## src/rtl/run_host.sv

```systemverilog
// Host-side sequencer: holds the core in init, releases it on go, times the run
// until halt or watchdog, then streams a window of data memory out over valid/ready.
module run_host #(
    parameter int unsigned START_CYCLES = 2,
    parameter logic [15:0] TIMEOUT      = 16'd4000,
    parameter logic [7:0]  DUMP_BASE    = 8'd0,
    parameter int unsigned DUMP_LEN     = 8
) (
    input  logic        CLK,
    input  logic        reset_n,
    input  logic        go,
    output logic        start,
    input  logic        halt,
    output logic [7:0]  mem_addr,
    output logic        mem_rd,
    input  logic [7:0]  mem_dout,
    output logic        out_valid,
    input  logic        out_ready,
    output logic [7:0]  out_data,
    output logic [7:0]  out_addr,
    output logic        busy,
    output logic        done,
    output logic        timed_out,
    output logic [15:0] cycles
);

    localparam int unsigned      SCW        = (START_CYCLES > 1) ? $clog2(START_CYCLES) : 1;
    localparam logic [SCW-1:0]   START_LAST = SCW'(START_CYCLES - 1);
    localparam logic [8:0]       IDX_LAST   = 9'(DUMP_LEN - 1);
    localparam logic [15:0]      CYC_LAST   = TIMEOUT - 16'd1;

    typedef enum logic [2:0] {IDLE, START, RUN, FETCH, PRESENT, DONE} state_t;

    state_t         state_q;
    logic [SCW-1:0] scnt_q;
    logic [8:0]     idx_q;      // 9 bits so that DUMP_LEN=256 still reaches IDX_LAST
    logic [15:0]    cycles_q;
    logic           timed_out_q;
    logic           start_q, busy_q, done_q, mem_rd_q, out_valid_q;
    logic [7:0]     mem_addr_q, out_data_q, out_addr_q;

    // NOTE: every register here is updated with <= so all branches see pre-edge values.
    always_ff @(posedge CLK or negedge reset_n) begin
        if (!reset_n) begin
            state_q     <= IDLE;
            scnt_q      <= '0;
            idx_q       <= '0;
            cycles_q    <= '0;
            timed_out_q <= 1'b0;
            start_q     <= 1'b1;
            busy_q      <= 1'b0;
            done_q      <= 1'b0;
            mem_rd_q    <= 1'b0;
            out_valid_q <= 1'b0;
            mem_addr_q  <= '0;
            out_data_q  <= '0;
            out_addr_q  <= '0;
        end else begin
            case (state_q)
                IDLE, DONE: begin
                    if (go) begin
                        state_q     <= START;
                        scnt_q      <= '0;
                        idx_q       <= '0;
                        cycles_q    <= '0;
                        timed_out_q <= 1'b0;
                        start_q     <= 1'b1;
                        busy_q      <= 1'b1;
                        done_q      <= 1'b0;
                    end
                end
                START: begin
                    if (scnt_q == START_LAST) begin
                        state_q <= RUN;
                        start_q <= 1'b0;
                    end else begin
                        scnt_q <= scnt_q + 1'b1;
                    end
                end
                RUN: begin
                    cycles_q <= cycles_q + 16'd1;
                    // halt takes priority over the watchdog when both hit together
                    if (halt || (cycles_q == CYC_LAST)) begin
                        state_q     <= FETCH;
                        timed_out_q <= ~halt;
                        mem_rd_q    <= 1'b1;
                        mem_addr_q  <= DUMP_BASE + idx_q[7:0];
                    end
                end
                FETCH: begin
                    state_q     <= PRESENT;
                    out_data_q  <= mem_dout;
                    out_addr_q  <= mem_addr_q;
                    out_valid_q <= 1'b1;
                    mem_rd_q    <= 1'b0;
                    mem_addr_q  <= '0;
                end
                PRESENT: begin
                    if (out_ready) begin
                        out_valid_q <= 1'b0;
                        if (idx_q == IDX_LAST) begin
                            state_q <= DONE;
                            busy_q  <= 1'b0;
                            done_q  <= 1'b1;
                        end else begin
                            state_q    <= FETCH;
                            idx_q      <= idx_q + 9'd1;
                            mem_rd_q   <= 1'b1;
                            mem_addr_q <= DUMP_BASE + idx_q[7:0] + 8'd1;
                        end
                    end
                end
                default: begin
                    state_q     <= IDLE;
                    start_q     <= 1'b1;
                    busy_q      <= 1'b0;
                    done_q      <= 1'b0;
                    mem_rd_q    <= 1'b0;
                    out_valid_q <= 1'b0;
                    mem_addr_q  <= '0;
                end
            endcase
        end
    end

    assign start     = start_q;
    assign busy      = busy_q;
    assign done      = done_q;
    assign mem_rd    = mem_rd_q;
    assign mem_addr  = mem_addr_q;
    assign out_valid = out_valid_q;
    assign out_data  = out_data_q;
    assign out_addr  = out_addr_q;
    assign timed_out = timed_out_q;
    assign cycles    = cycles_q;

endmodule

```

## config.mk

```make
export PLATFORM = sky130hd
export DESIGN_NAME = run_host
export DESIGN_NICKNAME = d
export VERILOG_FILES = /design/src/rtl/run_host.sv
export SDC_FILE = /design/constraint.sdc
export NUM_CORES = 1
export LEC_CHECK = 0
export CAP_MARGIN = 30
export CORE_AREA = 4 4 93 95
export CTS_CLUSTER_SIZE = 20
export DETAILED_ROUTE_END_ITERATION = 8
export DIE_AREA = 0 0 97 99
export MAX_ROUTING_LAYER = met4
export PLACE_DENSITY_LB_ADDON = 0.12
export SLEW_MARGIN = 15
export SYNTH_ARGS = -nofsm -noshare
export SYNTH_HDL_FRONTEND = slang
export SYNTH_SLANG_ARGS = --single-unit
```

## constraint.sdc

```tcl
create_clock -name CLK -period 2.9 [get_ports CLK]
set_clock_uncertainty 0.15 [all_clocks]
set_input_delay 0.435 -clock CLK [delete_from_list [all_inputs] [get_ports CLK]]
set_output_delay 0.435 -clock CLK [all_outputs]
set_load 0.02 [all_outputs]
```

## Yosys cells after proc, flatten, opt, wreduce, memory -nomap -nowiden

Cells that the tools add are included.

- Input bits: 13
- Register bits after elaboration: 59
- Output and inout bits: 46

- Mux-type cells: 36
- Add/sub/neg operators: 4
- Bitwise logic cells: 5
- Reduce and logical (&&, ||, !) cells: 19
- Eq/ne operators: 13

Operators with widths:

| kind | number |
|---|---|
| 16-bit case mux with 2 select lines | 1 |
| 9-bit 2-to-1 mux | 3 |
| 8-bit 2-to-1 mux | 3 |
| 8-bit case mux with 3 select lines | 1 |
| 9-bit case mux with 2 select lines | 1 |
| 16-bit by 1-bit adder with 16-bit output, second input constant | 1 |
| 16-bit by 12-bit equality test with 1-bit output, second input constant | 1 |
| 16-bit 2-to-1 mux | 1 |
| 4-bit AND reduction | 4 |
| 3-bit 2-to-1 mux | 5 |
| 1-bit case mux with 3 select lines | 5 |
| 3-bit case mux with 5 select lines | 1 |
| 1-bit 2-to-1 mux | 13 |
| 2-bit != test, second input constant | 6 |
| 9-bit by 1-bit adder with 9-bit output, second input constant | 1 |
| 9-bit by 3-bit equality test with 1-bit output, second input constant | 1 |
| 3-bit OR reduction | 3 |
| 8-bit by 1-bit adder with 8-bit output, second input constant | 1 |
| 3-bit by 2-bit equality test with 1-bit output, second input constant | 2 |
| 3-bit equality test, second input constant | 2 |
| 2-bit AND reduction | 3 |
| 3-bit AND reduction | 2 |
| 2-bit nonzero test | 3 |
| 1-bit NOT | 5 |
| other kinds (7) | 8 |

## Logic depth before layout (Yosys ltp)

Gate-level depths: netlist (run 1).

- Depth after elaboration: 4
- Gate-level depth with buffers: 6
- Gate-level depth less buffers: 5

## Least setup slack after synthesis (run 1)

No wires, ideal clock.

- Kind: reg2reg
- Start point: register cycles_q[0], in the netlist cycles[0]
- End point: register mem_addr_q[0], in the netlist mem_addr[0]
- Stages on the path, launching flop included: 6
- Clock period less this slack: 2,202 ps
- Data required time: 2,625 ps
- Setup slack: 698 ps
- Arrival time: 1,928 ps
- Setup time: 125 ps
- Cells stage by stage: dfrtp_1 -> ha_1 -> or4bb_1 -> nor4_4 -> o22ai_4 -> mux2_2

- Word-level cells in the longest chain between the ends: 4

Ends and longest elaborated chain:

| what | line | source |
|---|---|---|
| from (decl) | 37 | `logic [15:0] cycles_q;` |
| from (signal assigned) | 81 | `cycles_q <= cycles_q + 16'd1;` |
| 16-bit by 12-bit equality test with 1-bit output | 83 | `if (halt \|\| (cycles_q == CYC_LAST)) begin` |
| 1-bit logical OR | 83 |  |
| 2-bit != test (no source line) | n/a |  |
| 4-bit AND reduction (no source line) | n/a |  |
| to (signal assigned) | 87 | `mem_addr_q <= DUMP_BASE + idx_q[7:0];` |
| to (signal assigned) | 109 | `mem_addr_q <= DUMP_BASE + idx_q[7:0] + 8'd1;` |
| to (decl) | 40 | `logic [7:0] mem_addr_q, out_data_q, out_addr_q;` |

No other way between the ends.
A chain may end at the register's enable or synchronous reset.

## Worst setup path in the final report (run 1)

- Start point: register idx_q[4]
- End point: register mem_addr_q[2], in the netlist mem_addr[2]

- Word-level cells in the longest chain between the ends: 3

Ends and longest elaborated chain:

| what | line | source |
|---|---|---|
| from (decl) | 36 | `logic [8:0] idx_q;` |
| from (signal assigned) | 107 | `idx_q <= idx_q + 9'd1;` |
| 9-bit by 3-bit equality test with 1-bit output | 101 | `if (idx_q == IDX_LAST) begin` |
| 2-bit != test (no source line) | n/a |  |
| 4-bit AND reduction (no source line) | n/a |  |

No other way between the ends.

==> impl_metrics.yaml, run 1 <==
setup_path:
  cp.required_ns: 2.97
  r2r-end: "mem_addr[2]"
  r2r_slack_ns: 0.57
  cp_max_fo: 11
  timing.rr.start: "idx_q[4]"
  start_kind: "flip-flop"
  worst_r2r_path_depth: 4
  setup.worst_path.end_class: "flip-flop"
  arrival_ns: 2.41
  cp-startpoint: "idx_q[4]"
  crit_end: "mem_addr[2]"
  worst-setup-path-type: "reg -> reg"
cts:
  root_buffer: "clkbuf_8"
  cts_buffers: 9
  htree_levels: 3
  clockBufferDepth: 2
  cts_sinks: 59
  clk_latency_ns: 0.34
  tritoncts: "done"
  clkTransAtPathRegs_ns: 0.07
die:
  ios: 59
  die_y_um: 99
  num_rows: 32
  initial_utilization: 0.3952
  die_area_um2: 9603
  fp.dieW_um: 97
  core_area_um2: 7727
cells_and_area:
  multi_input_area_um2: 1461
  antennaDiodeCount: 0
  fin_nets: 367
  final_cells: 459
  areaGrowthSynthToFinish_pct: 31.83
  ff_latch_area_um2: 1478
  nFillCells: 693
  drive_above_1_share: 0.1737
sta:
  final-setup-viol-count: 0
  slew_violations: 0
  relSlewSlack: 0.5990
  rsz0062_at_grt: "false"
  timing.fmax_mhz: 428.7
  finalSetupTns_ns: 0
  finalCritPeriodShare: 0.8044
  min_period_ns: 2.333
  hold_viol: 0
  tightest_slew_ns: 0.6014
power:
  ir_worst_vdd_v: 0.0004972
  p_leak_nw: 1.711
  powerDensity_nw_per_um2: 890.3
global_route:
  grt_pass1_wl_mm: 12.16
  antenna_found_initial: 0
  grt_pass1_vias: 2402
  overflow: 0
  grt_usage: 0.1612
  grt_max_degree: 60
job:
  maxCapViolCount: 0
detailed_routing:
  drt-initial-drc-count: 126
  totalWireLength_mm: 7.383
  vias: 2529
  viasPerCell: 5.510
  drc: 0
  ant_nets: 0
  wire_per_inst_um: 16.08
  drt-pass1-iter-count: 4
synth:
  synth-edff-count: 0
  syn_avg_cell_area_um2: 10.53
  ys.flop_type: "dfrtp_1"
  ys_types: 54
  yosysSeqAreaShare: 0.4838
  synth_fp_nets: 305
  async_reset_ff_frac: 1.000
  netlist_instances: 290
  synth_area_um2: 3054
  yosysWarnings: 0
  ys_ff_latch: 59
worst_hold_path:
  holdPathStages: 1
  hp-class: "reg -> reg"
outcome:
  status: "finished clean"
place:
  post-dp-hpwl_mm: 4.908
  portBuffers: 58
  gp_congestion: 0.8665
  placed_cells: 442
[worst max-delay path, stage by stage, from the launching register on]
cell	delay (ns)
dfrtp_1	0.50
or4_4	0.59
o211a_1	0.27
o22ai_4	0.33
mux2_2	0.38
[routing by layer]
layer	up-vias	global-route usage	wire length [um]
li1	1213	-	-
met5	-	-	0
met4	0	0.07019	153
met1	1230	0.2246	3685
met3	12	0.04105	453
met2	74	0.2203	3091
[sequential cells by signal, indices dropped and copies added (netlist names)]
name       count
start          1
state_q        3
done           1
idx_q          9
cycles        16
timed_out      1
out_valid      1
out_data       8
out_addr       8
mem_addr       8
busy           1
scnt_q         1
mem_rd         1
[cell type report]
type | instances | area share
clock inverter | 4 | 0.02362
sequential | 59 | 0.3670
tap | 102 | 0.03170
timing repair buffer | 67 | 0.1635
multi-input combinational | 204 | 0.3630
clock buffer | 12 | 0.04102
inverter | 11 | 0.01025
[cell families (layout without fill, tap and decap cells)]
family / after synthesis / count (layout) / synth area share
XOR/XNOR: 3 / 3 / 0.008605
AO/OA/AOI/OAI: 86 / 86 / 0.1930
flip-flops: 59 / 59 / 0.4838
adder cells (fa/ha/maj): 2 / 2 / 0.008192
buffers and inverters: 27 / 94 / 0.03769
multiplexers: 33 / 33 / 0.1184
AND/OR/NAND/NOR: 80 / 80 / 0.1504
[synthesized netlist by cell type, types with 7 or more instances]
library cell	number	area (um2)
o31ai_1	15	112.6
nor2_1	12	45.04
dfrtp_1	58	1451
mux2i_1	8	80.08
o21ai_0	18	90.09
a21oi_1	12	60.06
a31oi_1	10	62.56
mux2_2	25	281.5
clkbuf_1	10	37.54
nand2_1	21	78.83
inv_1	11	41.29
o211ai_1	7	52.55
nand3_1	10	50.05
[through the flow]
| stage | utilization | worst slack, ns | area (um2) | total power, mW | hold slack (ns) |
|---|---|---|---|---|---|
| floorplan | - | 0.6978 | 3054 | 2.090 | -0.01059 |
| global placement | 0.4861 | 0.5010 | 3756 | 2.611 | 0.3090 |
| detailed placement | 0.4861 | 0.4452 | 3756 | 2.625 | 0.3208 |
| CTS | 0.5210 | 0.5473 | 4026 | 3.618 | 0.3298 |
| global route | 0.5210 | 0.4261 | 4026 | 3.804 | 0.3587 |
| finish | 0.5210 | 0.5673 | 4026 | 3.585 | 0.3296 |
[cell usage in the layout (no fill, tap or decap), types with 5 or more instances in the layout]
| cell type | instances |
|---|---|
| dfrtp_1 | 58 |
| clkdlybuf4s50_1 | 57 |
| mux2_2 | 25 |
| nand2_1 | 21 |
| o21ai_0 | 18 |
| o31ai_1 | 15 |
| nor2_1 | 12 |
| a21oi_1 | 12 |
| clkbuf_8 | 12 |
| inv_1 | 11 |
| nand3_1 | 10 |
| a31oi_1 | 10 |
| mux2i_1 | 8 |
| o211ai_1 | 7 |
| buf_4 | 7 |
| nand4_1 | 5 |
| and2_1 | 5 |
[where the power goes]
part	total, mW	internal, mW	switching (mW)	leakage, nW
combinational	1.39	0.677	0.714	0.797
clock	0.980	0.640	0.340	0.133
sequential	1.21	1.01	0.205	0.782
total	3.58	2.33	1.26	1.71
[worst min path at each step]
stage	slack [ns]	start	endpoint
final	0.33	idx_q[8]	idx_q[8]
after global routing	0.36	idx_q[8]	idx_q[8]
after CTS	0.33	idx_q[8]	idx_q[8]
after detailed placement	0.32	reset_n	cycles[3]
after global placement	0.31	idx_q[8]	idx_q[8]
after floorplan	-0.01	reset_n	busy
[what timing repair did]
action	4_1_cts	5_1_grt
hold buffers	1	0
gates resized for setup	0	0
buffers inserted	0	0
hold endpoints to repair	58	0
(Power assumes the default switching activity.)
==> inputs of run 2 (changes only) <==
==> constraint.sdc (replaced) <==
create_clock -name CLK -period 1.9 [get_ports CLK]
set_clock_uncertainty 0.15 [all_clocks]
set_input_delay 0.285 -clock CLK [delete_from_list [all_inputs] [get_ports CLK]]
set_output_delay 0.285 -clock CLK [all_outputs]
set_load 0.02 [all_outputs]
==> impl_metrics.yaml, run 2 (synthesis gave the netlist of run 1 again) <==
detailed_routing:
  drc: 0
  vias: 2744
  drt-initial-drc-count: 101
  totalWireLength_mm: 8.066
  ant_nets: 0
  wire_per_inst_um: 15.72
  viasPerCell: 5.349
  drt-pass1-iter-count: 4
global_route:
  grt_max_degree: 34
  antenna_found_initial: 0
  grt_pass1_wl_mm: 13.50
  grt_pass1_vias: 2732
  overflow: 0
  grt_usage: 0.1801
cts:
  tritoncts: "done"
  cts_sinks: 59
  clkTransAtPathRegs_ns: 0.06
  cts_buffers: 9
  clockBufferDepth: 2
  htree_levels: 3
  root_buffer: "clkbuf_8"
  clk_latency_ns: 0.34
power:
  powerDensity_nw_per_um2: 1255
  p_leak_nw: 2.229
  ir_worst_vdd_v: 0.0006856
cells_and_area:
  antennaDiodeCount: 0
  final_cell_mix: "buf_4 (61), dfrtp_1 (53), clkdlybuf4s50_1 (41), mux2_2 (24), nand2_1 (21)"
  multi_input_area_um2: 1597
  fin_nets: 423
  largest_reg_flops: 16
  layout_commonest_cell: "buf_4"
  utilization: 0.5886
  ff_latch_area_um2: 1484
  areaGrowthSynthToFinish_pct: 48.91
  nFillCells: 660
  drive_above_1_share: 0.3309
die:
  num_rows: 32
  initial_utilization: 0.3952
  die_area_um2: 9603
  ios: 59
  fp.dieW_um: 97
  core_area_um2: 7727
  die_y_um: 99
place:
  place_worst_setup_slack_ns: -0.2491
  portBuffers: 58
  post-dp-hpwl_mm: 5.698
  gp_congestion: 0.8303
setup_path:
  setup.worst_path.end_class: "flip-flop"
  crit_slowest_cell: "or4_4"
  cp_max_fo: 5
  cp_slowest_stage_delay_ns: 0.54
  path_depth: 5
  cp_cell_sequence: "or4_4 -> nor4_4 -> buf_4 -> o22ai_4 -> mux2_2"
  arrival_ns: 2.10
  worst_r2r_path_depth: 5
  start_kind: "flip-flop"
  critPathBufInv: 1
  worst-setup-path-type: "reg -> reg"
  crit_family: "simple AND/OR/NAND/NOR gates"
  cp.required_ns: 1.96
outcome:
  failed_checks: "negative setup slack"
  status: "finished with violations"
sta:
  final-setup-viol-count: 11
  slew_violations: 0
  hold_viol: 0
  timing.fmax_mhz: 489.2
  relSlewSlack: 0.7209
  min_period_ns: 2.044
  finalSetupTns_ns: -1.239
  rsz0062_at_grt: "true"
  finalCritPeriodShare: 1.076
  setup_ws_ns: -0.1440
  tightest_slew_ns: 0.4071
job:
  maxCapViolCount: 0
worst_hold_path:
  hp-class: "in -> async"
==> run 2: final timing paths <==
path,startpoint,endpoint,slack [ns]
worst max-delay path,cycles[12],mem_addr[7],-0.14
worst min-delay path,reset_n,cycles[4],0.13
worst max register to register,cycles[12],mem_addr[7],-0.14
worst min register to register,out_addr[7],out_addr[7],0.35
max in group asynchronous,reset_n,cycles[0],0.84
min in group CLK,out_addr[7],out_addr[7],0.35
==> run 2: what timing repair did <==
item | CTS | global route
cloned | 1 | 0
endpoints found under the hold margin | 58 | 0
hold buffers | 1 | 0
setup endpoints to repair | 17 | 47
gates resized for setup | 9 | 33
setup buffers | 2 | 2
pin swaps | 3 | 5
==> run 2: report_power, final <==
group          internal (mW)  total (mW)  switching [mW]
sequential              1.55        1.76           0.212
combinational           1.41        2.77            1.35
clock                  0.697        1.18           0.480
total                   3.66        5.71            2.05
==> run 2: cell type report <==
cell class	instances	share of cell area
clock buffers	12	0.03631
clock inverters	2	0.007703
inverters	11	0.009078
multi-input cells	205	0.3510
flip-flops and latches	59	0.3263
well taps	102	0.02806
repair buffers	122	0.2415
==> run 2: stage by stage <==
stage                     power, mW  instances  hold WS (ns)  area, um2
after floorplan               3.236        290       -0.1606       3079
after global placement        4.329        493      -0.05834       4148
final                         5.707        513        0.1340       4548
after global routing          6.102        513        0.1131       4548
after CTS                     5.623        511        0.1182       4418
after detailed placement      4.367        493      -0.05402       4148
==> run 2: metal layers <==
layer	vias up	part of all wire	wire (um)	track usage
met3	6	0.044	354	0.05025
met2	61	0.48	3881	0.2670
met5	-	0	0	-
li1	1327	-	-	-
met4	0	0.011	89	0.06479
met1	1350	0.46	3741	0.2360
==> inputs of run 3 (changes only) <==
--- a/config.mk
+++ b/config.mk
@@ -12,6 +12,7 @@
 export DIE_AREA = 0 0 97 99
 export MAX_ROUTING_LAYER = met4
 export PLACE_DENSITY_LB_ADDON = 0.12
+export SETUP_SLACK_MARGIN = 0.5
 export SLEW_MARGIN = 15
 export SYNTH_ARGS = -nofsm -noshare
 export SYNTH_HDL_FRONTEND = slang
==> impl_metrics.yaml, run 3 (synthesis gave the netlist of run 1 again) <==
outcome:
  status: "finished with violations"
  failed_checks: "negative setup slack"
cells_and_area:
  multi_input_area_um2: 1843
  areaGrowthSynthToFinish_pct: 64.24
  nFillCells: 601
  fin_area_um2: 5016
  largest_reg_flops: 16
  final_cells: 545
  antennaDiodeCount: 0
  fin_nets: 453
  layout_commonest_cell: "buf_6"
  utilization: 0.6491
  drive_above_1_share: 0.5418
  ff_latch_area_um2: 1488
  final_cell_mix: "buf_6 (57), dfrtp_1 (50), buf_4 (50), buf_2 (30), nand2_1 (17)"
sta:
  relSlewSlack: 0.6071
  final-setup-viol-count: 13
  rsz0062_at_grt: "true"
  finalCritPeriodShare: 1.072
  timing.fmax_mhz: 491.0
  hold_viol: 0
  min_period_ns: 2.037
  slew_violations: 0
  hold_slack_ns: 0.3312
  tightest_slew_ns: 0.5894
  setup_ws_ns: -0.1368
cts:
  cts_sinks: 59
  clockBufferDepth: 2
  cts_buffers: 9
  htree_levels: 3
  root_buffer: "clkbuf_8"
  clk_latency_ns: 0.34
  clkTransAtPathRegs_ns: 0.07
  tritoncts: "done"
detailed_routing:
  vias: 2931
  drc: 0
  wire_per_inst_um: 16.92
  drt-initial-drc-count: 147
  ant_nets: 0
  totalWireLength_mm: 9.223
  viasPerCell: 5.378
  drt-pass1-iter-count: 4
setup_path:
  cp_cell_sequence: "or4_4 -> o211a_4 -> o22ai_4 -> mux2_2"
  critPathBufInv: 0
  arrival_ns: 2.11
  crit_slowest_cell: "or4_4"
  setup.worst_path.end_class: "flip-flop"
  worst-setup-path-type: "reg -> reg"
  cp.required_ns: 1.98
  cp_slowest_stage_delay_ns: 0.54
  start_kind: "flip-flop"
  crit_family: "simple AND/OR/NAND/NOR gates"
  cp_max_fo: 5
place:
  post-dp-hpwl_mm: 5.996
  placed_cells: 490
  gp_congestion: 0.8323
  portBuffers: 58
  place_area_um2: 4263
power:
  powerDensity_nw_per_um2: 1270
  p_leak_nw: 2.340
  ir_worst_vdd_v: 0.0005004
die:
  die_area_um2: 9603
  initial_utilization: 0.3952
  num_rows: 32
  ios: 59
  fp.dieW_um: 97
  die_y_um: 99
  core_area_um2: 7727
global_route:
  overflow: 0
  grt_max_degree: 24
  grt_pass1_vias: 3004
  antenna_found_initial: 0
  grt_pass1_wl_mm: 15.06
  grt_usage: 0.1996
worst_hold_path:
  hp-class: "in -> async"
job:
  maxCapViolCount: 0
-- run 3: cell types whose count changed in the layout (fill, tap and decap cells not counted), moves of 11 or more --
cell             delta
dlymetal6s2s_1     -14
buf_6              +55
mux2_4             +14
buf_2              +29
clkdlybuf4s50_1    -30
buf_4              -11
mux2_2             -14
-- run 3: per-stage QoR --
stage | TNS (ns) | total power [mW] | worst slack (ns)
after floorplan | -1.889 | 3.556 | -0.2098
after global placement | -2.642 | 4.538 | -0.1846
after detailed placement | -3.091 | 4.570 | -0.2201
after CTS | -1.360 | 6.078 | -0.1349
after global routing | -2.448 | 6.716 | -0.1923
final | -1.289 | 6.370 | -0.1368
-- run 3: layer usage --
layer  vias up  share of wire  track usage
met5         -              0            -
met4         0          0.012      0.06911
met3        13          0.031      0.03609
met2        55           0.53       0.3482
met1      1464           0.42       0.2317
li1       1399              -            -
-- run 3: power by group --
part	switching [mW]	internal [mW]
combinational	1.67	1.83
sequential	0.237	1.55
clock	0.541	0.546
-- run 3: area by class of cell --
cell class              instances  area share
multi-input cells             206      0.3674
flip-flops and latches         59      0.2966
repair buffers                151      0.2647
clock buffers                  11     0.03018
well taps                     102     0.02544
inverters                      11    0.008231
clock inverters                 5    0.007483
-- run 3: final timing paths --
path,from,to,slack [ns],cells past startpoint
setup / recovery,idx_q[6],mem_addr[3],-0.14,4
hold / removal,reset_n,cycles[5],0.33,2
setup reg to reg,idx_q[6],mem_addr[3],-0.14,4
hold reg to reg,timed_out,timed_out,0.34,1
max in group asynchronous,reset_n,out_data[6],0.74,3
min in group CLK,timed_out,timed_out,0.34,1
-- run 3: worst reg2reg max path: stages (launching register included) --
cell	delay [ns]
dfrtp_1	0.38
or4_4	0.54
o211a_4	0.27
o22ai_4	0.20
mux2_2	0.37
-- run 3: repair_timing --
item	4_1_cts	5_1_grt
endpoints found under the setup margin	104	75
gates cloned	2	0
setup buffers	32	4
hold buffers	1	0
hold endpoints to repair	20	0
gates resized for setup	288	30
pin swaps	22	18
